`src/rtl/mem_port_arbiter_if.sv`:
```
// Bundle of every handshake and bus signal around mem_port_arbiter.
//   Fetch side : ifetch_req/addr/flush in, ifetch_gnt/rvalid/err/rdata out
//   Data side  : data_req/addr/wr/size/wdata in, data_gnt/rvalid/err/rdata out
//   Memory side: mem_req/addr/wr/size/wdata out, mem_gnt/rvalid/rdata in
// Modport slave is the arbiter's view; modport master is the environment view
// (fetch unit, LSU and memory together).
interface mem_port_arbiter_if #(
  parameter int ADDR_W = 64,
  parameter int DATA_W = 64
);
  logic              ifetch_req;
  logic [ADDR_W-1:0] ifetch_addr;
  logic              ifetch_flush;
  logic              ifetch_gnt;
  logic              ifetch_rvalid;
  logic              ifetch_err;
  logic [DATA_W-1:0] ifetch_rdata;

  logic              data_req;
  logic [ADDR_W-1:0] data_addr;
  logic              data_wr;
  logic [1:0]        data_size;
  logic [DATA_W-1:0] data_wdata;
  logic              data_gnt;
  logic              data_rvalid;
  logic              data_err;
  logic [DATA_W-1:0] data_rdata;

  logic              mem_req;
  logic [ADDR_W-1:0] mem_addr;
  logic              mem_wr;
  logic [1:0]        mem_size;
  logic [DATA_W-1:0] mem_wdata;
  logic              mem_gnt;
  logic              mem_rvalid;
  logic [DATA_W-1:0] mem_rdata;

  modport slave (
    input  ifetch_req, ifetch_addr, ifetch_flush,
    output ifetch_gnt, ifetch_rvalid, ifetch_err, ifetch_rdata,
    input  data_req, data_addr, data_wr, data_size, data_wdata,
    output data_gnt, data_rvalid, data_err, data_rdata,
    output mem_req, mem_addr, mem_wr, mem_size, mem_wdata,
    input  mem_gnt, mem_rvalid, mem_rdata
  );

  modport master (
    output ifetch_req, ifetch_addr, ifetch_flush,
    input  ifetch_gnt, ifetch_rvalid, ifetch_err, ifetch_rdata,
    output data_req, data_addr, data_wr, data_size, data_wdata,
    input  data_gnt, data_rvalid, data_err, data_rdata,
    input  mem_req, mem_addr, mem_wr, mem_size, mem_wdata,
    output mem_gnt, mem_rvalid, mem_rdata
  );
endinterface

```
`src/rtl/mem_port_arbiter.sv`:
```
// Shares one memory port between instruction fetch and the load/store unit.
// One transaction at a time: arbitrate in IDLE, hold mem_req in REQ until
// mem_gnt, wait for mem_rvalid in RSP, route the response to the owner.
// Misaligned requests go to ERR and are answered without touching memory.
// Ports:
//   clk   - clock, rising edge
//   reset - asynchronous, active-high
//   bus   - mem_port_arbiter_if.slave (fetch, data and memory handshakes)
// Optional feature: define MEM_ARB_STARVE_GUARD_EN to let fetch win one
// arbitration after STARVE_LIMIT consecutive data grants made while it waited.
// Without it data always beats fetch.
module mem_port_arbiter #(
  parameter int ADDR_W       = 64,
  parameter int DATA_W       = 64,
  parameter int STARVE_LIMIT = 4
) (
  input  logic                 clk,
  input  logic                 reset,
  mem_port_arbiter_if.slave    bus
);
  typedef enum logic [1:0] {S_IDLE, S_REQ, S_RSP, S_ERR} state_t;
  typedef enum logic [1:0] {OWN_NONE, OWN_FETCH, OWN_DATA} owner_t;
  localparam logic [1:0] SZ_WORD = 2'd2;

  state_t            r_state, w_state_nxt;
  owner_t            r_owner, w_owner_nxt;
  logic              r_drop;
  logic [ADDR_W-1:0] r_mem_addr, w_addr_nxt;
  logic              r_mem_wr, w_wr_nxt;
  logic [1:0]        r_mem_size, w_size_nxt;
  logic [DATA_W-1:0] r_mem_wdata, w_wdata_nxt;

  logic       w_gnt_evt, w_rsp_evt, w_err_evt;
  logic       w_is_fetch, w_is_data, w_f_rsp, w_d_rsp;
  logic       w_flush_hit, w_drop_now;
  logic       w_fetch_prio, w_fetch_wins;
  logic       w_fetch_mis, w_data_mis;
  logic [2:0] w_size_mask;

  // Low-address bits that must be zero for each access size.
  always_comb begin
    w_size_mask = 3'b000;
    case (bus.data_size)
      2'd1:    w_size_mask = 3'b001;
      2'd2:    w_size_mask = 3'b011;
      2'd3:    w_size_mask = 3'b111;
      default: w_size_mask = 3'b000;
    endcase
  end

  assign w_data_mis   = |(bus.data_addr[2:0] & w_size_mask);
  assign w_fetch_mis  = |bus.ifetch_addr[1:0];
  assign w_fetch_wins = bus.ifetch_req & (w_fetch_prio | ~bus.data_req);

  assign w_is_fetch = (r_owner == OWN_FETCH);
  assign w_is_data  = (r_owner == OWN_DATA);

  // A flush only matters while fetch owns a live transaction (REQ/RSP/ERR);
  // it takes effect in the same cycle so a coincident gnt/rvalid is dropped.
  assign w_flush_hit = w_is_fetch & bus.ifetch_flush & (r_state != S_IDLE);
  assign w_drop_now  = r_drop | w_flush_hit;

`ifdef MEM_ARB_STARVE_GUARD_EN
  localparam int CNT_W = $clog2(STARVE_LIMIT + 1);
  logic [CNT_W-1:0] r_starve;

  assign w_fetch_prio = (r_starve == CNT_W'(STARVE_LIMIT));

  always_ff @(posedge clk or posedge reset) begin
    if (reset)
      r_starve <= '0;
    else if ((w_gnt_evt & w_is_fetch) | ((r_state == S_IDLE) & ~bus.ifetch_req))
      r_starve <= '0;
    else if (w_gnt_evt & w_is_data & bus.ifetch_req & ~w_fetch_prio)
      r_starve <= r_starve + 1'b1;
  end
`else
  assign w_fetch_prio = 1'b0;
`endif

  always_ff @(posedge clk or posedge reset) begin
    if (reset) begin
      r_state     <= S_IDLE;
      r_owner     <= OWN_NONE;
      r_drop      <= 1'b0;
      r_mem_addr  <= '0;
      r_mem_wr    <= 1'b0;
      r_mem_size  <= 2'd0;
      r_mem_wdata <= '0;
    end else begin
      r_state     <= w_state_nxt;
      r_owner     <= w_owner_nxt;
      r_mem_addr  <= w_addr_nxt;
      r_mem_wr    <= w_wr_nxt;
      r_mem_size  <= w_size_nxt;
      r_mem_wdata <= w_wdata_nxt;
      if (w_state_nxt == S_IDLE) r_drop <= 1'b0;
      else if (w_flush_hit)      r_drop <= 1'b1;
    end
  end

  always_comb begin
    w_state_nxt = r_state;
    w_owner_nxt = r_owner;
    w_addr_nxt  = r_mem_addr;
    w_wr_nxt    = r_mem_wr;
    w_size_nxt  = r_mem_size;
    w_wdata_nxt = r_mem_wdata;
    w_gnt_evt   = 1'b0;
    w_rsp_evt   = 1'b0;
    w_err_evt   = 1'b0;
    case (r_state)
      S_IDLE: begin
        if (w_fetch_wins) begin
          w_owner_nxt = OWN_FETCH;
          w_addr_nxt  = bus.ifetch_addr;
          w_wr_nxt    = 1'b0;
          w_size_nxt  = SZ_WORD;
          w_wdata_nxt = '0;
          w_state_nxt = w_fetch_mis ? S_ERR : S_REQ;
        end else if (bus.data_req) begin
          w_owner_nxt = OWN_DATA;
          w_addr_nxt  = bus.data_addr;
          w_wr_nxt    = bus.data_wr;
          w_size_nxt  = bus.data_size;
          w_wdata_nxt = bus.data_wdata;
          w_state_nxt = w_data_mis ? S_ERR : S_REQ;
        end
      end
      S_REQ: begin
        if (bus.mem_gnt) begin
          w_gnt_evt   = 1'b1;
          w_state_nxt = S_RSP;
        end
      end
      S_RSP: begin
        if (bus.mem_rvalid) begin
          w_rsp_evt   = 1'b1;
          w_state_nxt = S_IDLE;
          w_owner_nxt = OWN_NONE;
        end
      end
      S_ERR: begin
        w_gnt_evt   = 1'b1;
        w_rsp_evt   = 1'b1;
        w_err_evt   = 1'b1;
        w_state_nxt = S_IDLE;
        w_owner_nxt = OWN_NONE;
      end
      default: w_state_nxt = S_IDLE;
    endcase
  end

  assign w_f_rsp = w_rsp_evt & w_is_fetch & ~w_drop_now;
  assign w_d_rsp = w_rsp_evt & w_is_data;

  assign bus.ifetch_gnt    = w_gnt_evt & w_is_fetch & ~w_drop_now;
  assign bus.ifetch_rvalid = w_f_rsp;
  assign bus.ifetch_err    = w_f_rsp & w_err_evt;
  assign bus.ifetch_rdata  = (w_f_rsp & ~w_err_evt) ? bus.mem_rdata : '0;

  // Store acknowledges carry no data.
  assign bus.data_gnt    = w_gnt_evt & w_is_data;
  assign bus.data_rvalid = w_d_rsp;
  assign bus.data_err    = w_d_rsp & w_err_evt;
  assign bus.data_rdata  = (w_d_rsp & ~w_err_evt & ~r_mem_wr) ? bus.mem_rdata : '0;

  assign bus.mem_req   = (r_state == S_REQ);
  assign bus.mem_addr  = r_mem_addr;
  assign bus.mem_wr    = r_mem_wr;
  assign bus.mem_size  = r_mem_size;
  assign bus.mem_wdata = r_mem_wdata;
endmodule

```
`src/flat_wrapper.sv`:
```
// flat-port wrapper written by rule: the top's interface ports become plain ports
module mem_port_arbiter_flat 
#(
  parameter int ADDR_W       = 64,
  parameter int DATA_W       = 64,
  parameter int STARVE_LIMIT = 4
)
  (clk, reset, bus_ifetch_req, bus_ifetch_addr, bus_ifetch_flush, bus_ifetch_gnt, bus_ifetch_rvalid, bus_ifetch_err, bus_ifetch_rdata, bus_data_req, bus_data_addr, bus_data_wr, bus_data_size, bus_data_wdata, bus_data_gnt, bus_data_rvalid, bus_data_err, bus_data_rdata, bus_mem_req, bus_mem_addr, bus_mem_wr, bus_mem_size, bus_mem_wdata, bus_mem_gnt, bus_mem_rvalid, bus_mem_rdata);
  mem_port_arbiter_if #(.ADDR_W(ADDR_W), .DATA_W(DATA_W)) bus_i ();
  input  logic clk;
  input  logic reset;
  input wire logic [$bits(bus_i.ifetch_req)-1:0] bus_ifetch_req;
  input wire logic [$bits(bus_i.ifetch_addr)-1:0] bus_ifetch_addr;
  input wire logic [$bits(bus_i.ifetch_flush)-1:0] bus_ifetch_flush;
  output wire logic [$bits(bus_i.ifetch_gnt)-1:0] bus_ifetch_gnt;
  output wire logic [$bits(bus_i.ifetch_rvalid)-1:0] bus_ifetch_rvalid;
  output wire logic [$bits(bus_i.ifetch_err)-1:0] bus_ifetch_err;
  output wire logic [$bits(bus_i.ifetch_rdata)-1:0] bus_ifetch_rdata;
  input wire logic [$bits(bus_i.data_req)-1:0] bus_data_req;
  input wire logic [$bits(bus_i.data_addr)-1:0] bus_data_addr;
  input wire logic [$bits(bus_i.data_wr)-1:0] bus_data_wr;
  input wire logic [$bits(bus_i.data_size)-1:0] bus_data_size;
  input wire logic [$bits(bus_i.data_wdata)-1:0] bus_data_wdata;
  output wire logic [$bits(bus_i.data_gnt)-1:0] bus_data_gnt;
  output wire logic [$bits(bus_i.data_rvalid)-1:0] bus_data_rvalid;
  output wire logic [$bits(bus_i.data_err)-1:0] bus_data_err;
  output wire logic [$bits(bus_i.data_rdata)-1:0] bus_data_rdata;
  output wire logic [$bits(bus_i.mem_req)-1:0] bus_mem_req;
  output wire logic [$bits(bus_i.mem_addr)-1:0] bus_mem_addr;
  output wire logic [$bits(bus_i.mem_wr)-1:0] bus_mem_wr;
  output wire logic [$bits(bus_i.mem_size)-1:0] bus_mem_size;
  output wire logic [$bits(bus_i.mem_wdata)-1:0] bus_mem_wdata;
  input wire logic [$bits(bus_i.mem_gnt)-1:0] bus_mem_gnt;
  input wire logic [$bits(bus_i.mem_rvalid)-1:0] bus_mem_rvalid;
  input wire logic [$bits(bus_i.mem_rdata)-1:0] bus_mem_rdata;
  assign bus_i.ifetch_req = bus_ifetch_req;
  assign bus_i.ifetch_addr = bus_ifetch_addr;
  assign bus_i.ifetch_flush = bus_ifetch_flush;
  assign bus_ifetch_gnt = bus_i.ifetch_gnt;
  assign bus_ifetch_rvalid = bus_i.ifetch_rvalid;
  assign bus_ifetch_err = bus_i.ifetch_err;
  assign bus_ifetch_rdata = bus_i.ifetch_rdata;
  assign bus_i.data_req = bus_data_req;
  assign bus_i.data_addr = bus_data_addr;
  assign bus_i.data_wr = bus_data_wr;
  assign bus_i.data_size = bus_data_size;
  assign bus_i.data_wdata = bus_data_wdata;
  assign bus_data_gnt = bus_i.data_gnt;
  assign bus_data_rvalid = bus_i.data_rvalid;
  assign bus_data_err = bus_i.data_err;
  assign bus_data_rdata = bus_i.data_rdata;
  assign bus_mem_req = bus_i.mem_req;
  assign bus_mem_addr = bus_i.mem_addr;
  assign bus_mem_wr = bus_i.mem_wr;
  assign bus_mem_size = bus_i.mem_size;
  assign bus_mem_wdata = bus_i.mem_wdata;
  assign bus_i.mem_gnt = bus_mem_gnt;
  assign bus_i.mem_rvalid = bus_mem_rvalid;
  assign bus_i.mem_rdata = bus_mem_rdata;
  mem_port_arbiter #(.ADDR_W(ADDR_W), .DATA_W(DATA_W), .STARVE_LIMIT(STARVE_LIMIT)) u_core (.clk(clk), .reset(reset), .bus(bus_i));
endmodule
```
`config.mk`:
```
export PLATFORM = sky130hd
export DESIGN_NAME = mem_port_arbiter_flat
export DESIGN_NICKNAME = d
export VERILOG_FILES = /design/src/rtl/mem_port_arbiter_if.sv /design/src/rtl/mem_port_arbiter.sv /design/src/flat_wrapper.sv
export SDC_FILE = /design/constraint.sdc
export NUM_CORES = 1
export LEC_CHECK = 0
export BUFFER_PORTS_ARGS = -buffer_cell sky130_fd_sc_hd__buf_2
export CAP_MARGIN = 20
export CORE_AREA = 5 5 201 203
export CTS_CLUSTER_DIAMETER = 100
export DETAILED_ROUTE_END_ITERATION = 8
export DIE_AREA = 0 0 206 208
export PLACE_DENSITY = 0.49
export SYNTH_ARGS = -nofsm -noshare
export SYNTH_HDL_FRONTEND = slang
export SYNTH_SLANG_ARGS = --single-unit
```
`constraint.sdc`:
```
create_clock -name clk -period 5.97 [get_ports clk]
set_clock_uncertainty 0.1 [all_clocks]
set_input_delay 1.194 -clock clk [delete_from_list [all_inputs] [get_ports clk]]
set_output_delay 1.194 -clock clk [all_outputs]
set_load 0.05 [all_outputs]
```
Yosys cells after proc, flatten, opt, wreduce, memory -nomap -nowiden:

Index checks and enable logic that the tools add are counted.
Widths: inputs -> output; s select.

* register bits after elaboration: 136
* latch bits: 0
* bits in writable memories: 0
* memory bits (read-only): 0
* input bits: 266
* output and inout bits: 266
* word-level logic and storage cells: 76
* memories: 0

* $add $sub $neg: 0
* multipliers: 0
* div/mod/pow operators: 0
* magnitude comparators: 0
* equality and inequality tests: 10
* shift-type cells: 0
* muxes and demuxes: 29
* bitwise operators: 20
* reduce and logical (&&, ||, !) cells: 10

Operators with widths (number)
* $mux 64: 6
* $mux 2: 11
* $and 1x1->1: 14
* $eq 2x2->1 const B: 5
* $pmux 3 s3: 1
* $pmux 2 s4: 1
* $mux 1: 7
* $eq 2x1->1 const B: 3
* $pmux 2 s3: 1
* $reduce_bool 2->1: 3
* $logic_not 2->1: 2
* $not 1->1: 4
* $pmux 1 s2: 2
* $and 3x3->3: 1
* $ne 3x2->1 const B: 1
* $reduce_and 3->1: 1
* $reduce_bool 3->1: 1
* $reduce_or 3->1: 1
* $ne 2x2->1 const B: 1
* $reduce_and 2->1: 1
* $reduce_or 2->1: 1
* $or 1x1->1: 1

Logic depth before layout (Yosys ltp):

* depth after elaboration: 10
* mapped depth: 7
* depth with buffers taken out: 3

Worst setup path before layout:

OpenSTA, ideal clock, no wires.

* path type: input to output
* start: in bus_ifetch_flush
* end: out bus_ifetch_rvalid
* arrival: 2.691 ns
* required time: 4.676 ns
* slack: 1.985 ns
* stages: 3
* path buffers: 0
* path through: or4b_4 -> or2_2 -> nor2_1

* longest elaborated chain between the ends: 5

Ends and longest elaborated chain
* start, declared: line flat_wrapper.sv:14 `input wire logic [$bits(bus_i.ifetch_flush)-1:0] bus_ifetch_flush;`
* $and 1x1->1 (2 in a row): line mem_port_arbiter.sv:60 `assign w_flush_hit = w_is_fetch & bus.ifetch_flush & (r_state != S_IDLE);`
* $or 1x1->1: line mem_port_arbiter.sv:61 `assign w_drop_now = r_drop | w_flush_hit;`
* $not 1->1: line mem_port_arbiter.sv:154 `assign w_f_rsp = w_rsp_evt & w_is_fetch & ~w_drop_now;`
* $and 1x1->1: line mem_port_arbiter.sv:154
* end, declared: line flat_wrapper.sv:16 `output wire logic [$bits(bus_i.ifetch_rvalid)-1:0] bus_ifetch_rvalid;`

No other way between the ends.

Final worst setup path:

* start: in bus_ifetch_flush
* end: out bus_ifetch_rdata[15]

* longest elaborated chain between the ends: 7

Ends and longest elaborated chain
* $and 1x1->1 (2 in a row): line mem_port_arbiter.sv:60
* $or 1x1->1: line mem_port_arbiter.sv:61
* $not 1->1: line mem_port_arbiter.sv:154
* $and 1x1->1: line mem_port_arbiter.sv:154
* $and 1x1->1: line mem_port_arbiter.sv:160 `assign bus.ifetch_rdata = (w_f_rsp & ~w_err_evt) ? bus.mem_rdata : '0;`
* $mux 64: line mem_port_arbiter.sv:160
* end, declared: line flat_wrapper.sv:18 `output wire logic [$bits(bus_i.ifetch_rdata)-1:0] bus_ifetch_rdata;`

No other way between the ends.

==> run_results.csv <==
group,metric,value,unit
timing,relSlewSlack,49.15,%
synth,async_flop_share,100.0,%
place,dp_hpwl,26380,um
setup_path,cp_common_cell,"buf_2",
clock_tree,cts.sink_count,136,
hold_path,whs_path_depth,2,
setup_path,worstPathRequired,4.68,ns
global_route,grt_pass1_wl,46490,um
power,pwr-share-seq,26.9,%
synth,syn_inst,626,
global_route,grt_overflow,0,
setup_path,slowest_delay,0.54,ns
place,io_buffers,531,
finish,fin_nets,1394,
setup_path,crit_start,"bus_ifetch_flush",
synth,synth-xor-area-share,0,%
global_route,grt_max_degree,130,
timing,fin_tns_setup,0,ns
global_route,antenna_found_initial,28,
place,gp_congestion,0.8821,
synth,ys_seq_area_share,52.56,%
synth,synthSimpleGateAreaFrac,19.77,%
synth,ys_types,35,
detailed_routing,via_count,6911,
detailed_routing,wl,32920,um
timing,post-route-period-util,70.69,%
die,fp.dieW,206,um
clock_tree,cts_root_buf,"clkbuf_16",
die,die_y,208,um
global_route,grt_usage,14.51,%
clock_tree,cts.reportedPaths.clkPinSlew,0.06,ns
detailed_routing,ant_nets,0,
synth,synth_top_area_share,52.56,%
finish,area_delta_synth_final,58.24,%
clock_tree,cts_tree,"yes",
setup_path,end_kind,"primary output",
die,floorplan.initialDensity,16.91,%
synth,synthMuxAreaShare,0,%
die,ios,532,
synth,synth.most_common_cell,"dfrtp_1",
setup_path,crit_type,"in -> out",
clock_tree,clock_path_buffers,2,
clock_tree,post_cts.repair.setup_buffers,0,
synth,synth_area_per_cell,10.34,um^2
power,switching_share,54.52,%
timing,rsz0062_at_grt,"no",
timing,clock.fmax,237.0,MHz
detailed_routing,wl_per_cell,19.72,um
power,switching_power,3.331,mW
timing,hold_viol,0,
clock_tree,hold_buffers,0,
setup_path,r2r_setup_slack,3.23,ns
setup_path,r2r-end,"u_core.bus.mem_wdata[51]",
power,intPower,2.779,mW
synth,synth_top_flop_cell,"dfrtp_1",
detailed_routing,viasPerCell,4.141,
power,power.density,596.2,mW/mm^2
timing,period_minus_slack,4.220,ns
timing,drv_slew,0,
power,pwr-share-comb,55.2,%
flow_run,cap_violations,0,
clock_tree,insertion_delay,0.41,ns
synth,synth_common_cells,"136 x dfrtp_1, 76 x and2_1, 70 x o21ai_0",
synth,synth-compound-area-share,23.15,%
synth,synth_top_family_by_area,"compound AO/OA/AOI/OAI gates",
setup_path,rr_worst_depth,5,
hold_path,hold_class,"reg -> reg",
clock_tree,cts_max_level,4,
clock_tree,cts_buffers,17,
die,fp.dieArea,0.04285,mm^2
global_route,first_global_vias,7013,
finish,drive_above_1_share,55.83,%
setup_path,worstPathMaxFanout,64,
die,rows,72,
finish,n_fill_cell,4173,
synth,syn_nets,892,
place,post-place-ws,1.766,ns
timing,setup_viol,0,
synth,yosysWarnings,0,
synth,synth_fa_ha_area_share,0,%
die,core-area,0.03829,mm^2
detailed_routing,firstDrtPassIters,6,
synth,synth_area_leader_cell,"dfrtp_1",
setup_path,crit_path_end,"bus_ifetch_rdata[15]",
synth,synth-edff-count,0,
setup_path,reg2reg_from,"u_core.r_state[0]",
timing,setup_slack,1.750,ns
setup_path,crit_chain,"buf_2 > or4b_4 > nor3_4 > buf_4 > and2_2 > buf_2",
setup_path,arrival,2.93,ns
status,status,"completed",
synth,ys_ff_latch,136,
clock_tree,cts_repair_resize_count,0,
detailed_routing,remaining_drc_errors,0,
setup_path,start_kind,"primary input",
setup_path,slowest_stage,"or4b_4",
synth,synthTopCellsByArea,"dfrtp_1 53%, a22o_1 8.9%, a22oi_1 7.7%, and2_1 7.3%, and2_2 6.0%",
timing,worst_pin_slew,0.7628,ns
power,pwr-share-clk,17.9,%
power,irDropWorstVdd,0.3276,mV
power,p_leak,5.682,nW
detailed_routing,drtIter0Drc,393,
synth,netlist_area,0.006475,mm^2
sequential cells by signal, summed over array words and instances (netlist names):
name / count
u_core.r_owner: 2
u_core.r_drop: 1
u_core.bus.mem_wr: 1
u_core.bus.mem_wdata: 64
u_core.r_state: 2
u_core.bus.mem_addr: 64
u_core.bus.mem_size: 2
logic make-up (layout without fill, tap and decap cells):
group / after synthesis / after routing
buffers and inverters: 64 / 579
flip-flops: 136 / 136
AND/OR/NAND/NOR: 215 / 215
other: 0 / 10
AO/OA/AOI/OAI: 211 / 211
layout make-up:
class	count	area [um^2]	area share, %
clock inverter	15	177.7	1.734
timing repair buffer	540	2738	26.72
multi-input combinational	426	2798	27.30
sequential	136	3403	33.22
clock buffer	17	425.4	4.152
inverter	7	31.28	0.3053
antenna	10	25.02	0.2442
tap	518	648.1	6.326
worst max-delay path, delay by kind of cell:
kind,cells,cell delay [ns]
buf+inv,3,0.79
simple gates,3,0.93
layout by cell type, fill, tap and decap left out, types with 2 or more instances in the layout:
cell,synthesis,final
a22o_1,66,66
a22oi_1,66,66
and2_1,76,76
and2_2,52,52
buf_2,13,531
buf_4,1,8
clkbuf_16,0,17
clkinv_8,0,2
clkinvlp_4,0,2
dfrtp_1,136,136
diode_2,0,10
inv_1,7,6
inv_6,0,6
inv_8,0,5
nand2_1,61,61
nor2_1,8,7
nor2b_1,4,4
nor3_1,2,2
nor3_4,1,2
o21ai_0,70,70
or2_2,2,4
layer usage:
| metal | share of wire [%] | GRT usage (%) | vias to the layer above |
|---|---|---|---|
| met5 | 0.039 | 0 | - |
| met4 | 3.4 | 5.989 | 2 |
| met3 | 8.1 | 3.846 | 67 |
| met2 | 54 | 27.44 | 374 |
| met1 | 35 | 14.93 | 3244 |
| li1 | - | - | 3224 |
how the worst min path moves through the flow:
stage                                       start                 endpoint  slack, ns
final                     u_core.bus.mem_addr[43]  u_core.bus.mem_addr[43]       0.39
after CTS                  u_core.bus.mem_addr[7]   u_core.bus.mem_addr[7]       0.40
after global routing      u_core.bus.mem_wdata[6]  u_core.bus.mem_wdata[6]       0.41
after global placement    u_core.bus.mem_addr[42]  u_core.bus.mem_addr[42]       0.38
after floorplan                     u_core.r_drop            u_core.r_drop       0.44
after detailed placement   u_core.bus.mem_addr[7]   u_core.bus.mem_addr[7]       0.38
power by group through the flow:
stage          Combinational, mW  Clock (mW)  Sequential, mW
2_1_floorplan              0.977           0            3.17
3_3_place_gp                3.41           0            1.64
3_5_place_dp                3.43           0            1.64
4_1_cts                     3.42        1.13            1.65
5_1_grt                     3.55        1.17            1.70
6_report                    3.37        1.09            1.64
stage by stage:
step / power, mW / utilization [%] / hold slack [ns] / std cells / cell area (um^2)
after floorplan: 4.143 / - / 0.4378 / 626 / 6475
after global placement: 5.055 / 25.12 / 0.3765 / 1627 / 9618
after detailed placement: 5.072 / 25.12 / 0.3810 / 1627 / 9618
after CTS: 6.196 / 26.70 / 0.3951 / 1659 / 10220
after global routing: 6.421 / 26.74 / 0.4129 / 1666 / 10240
final: 6.109 / 26.76 / 0.3891 / 1669 / 10250
Note: power is estimated with default switching activity, not from simulation.
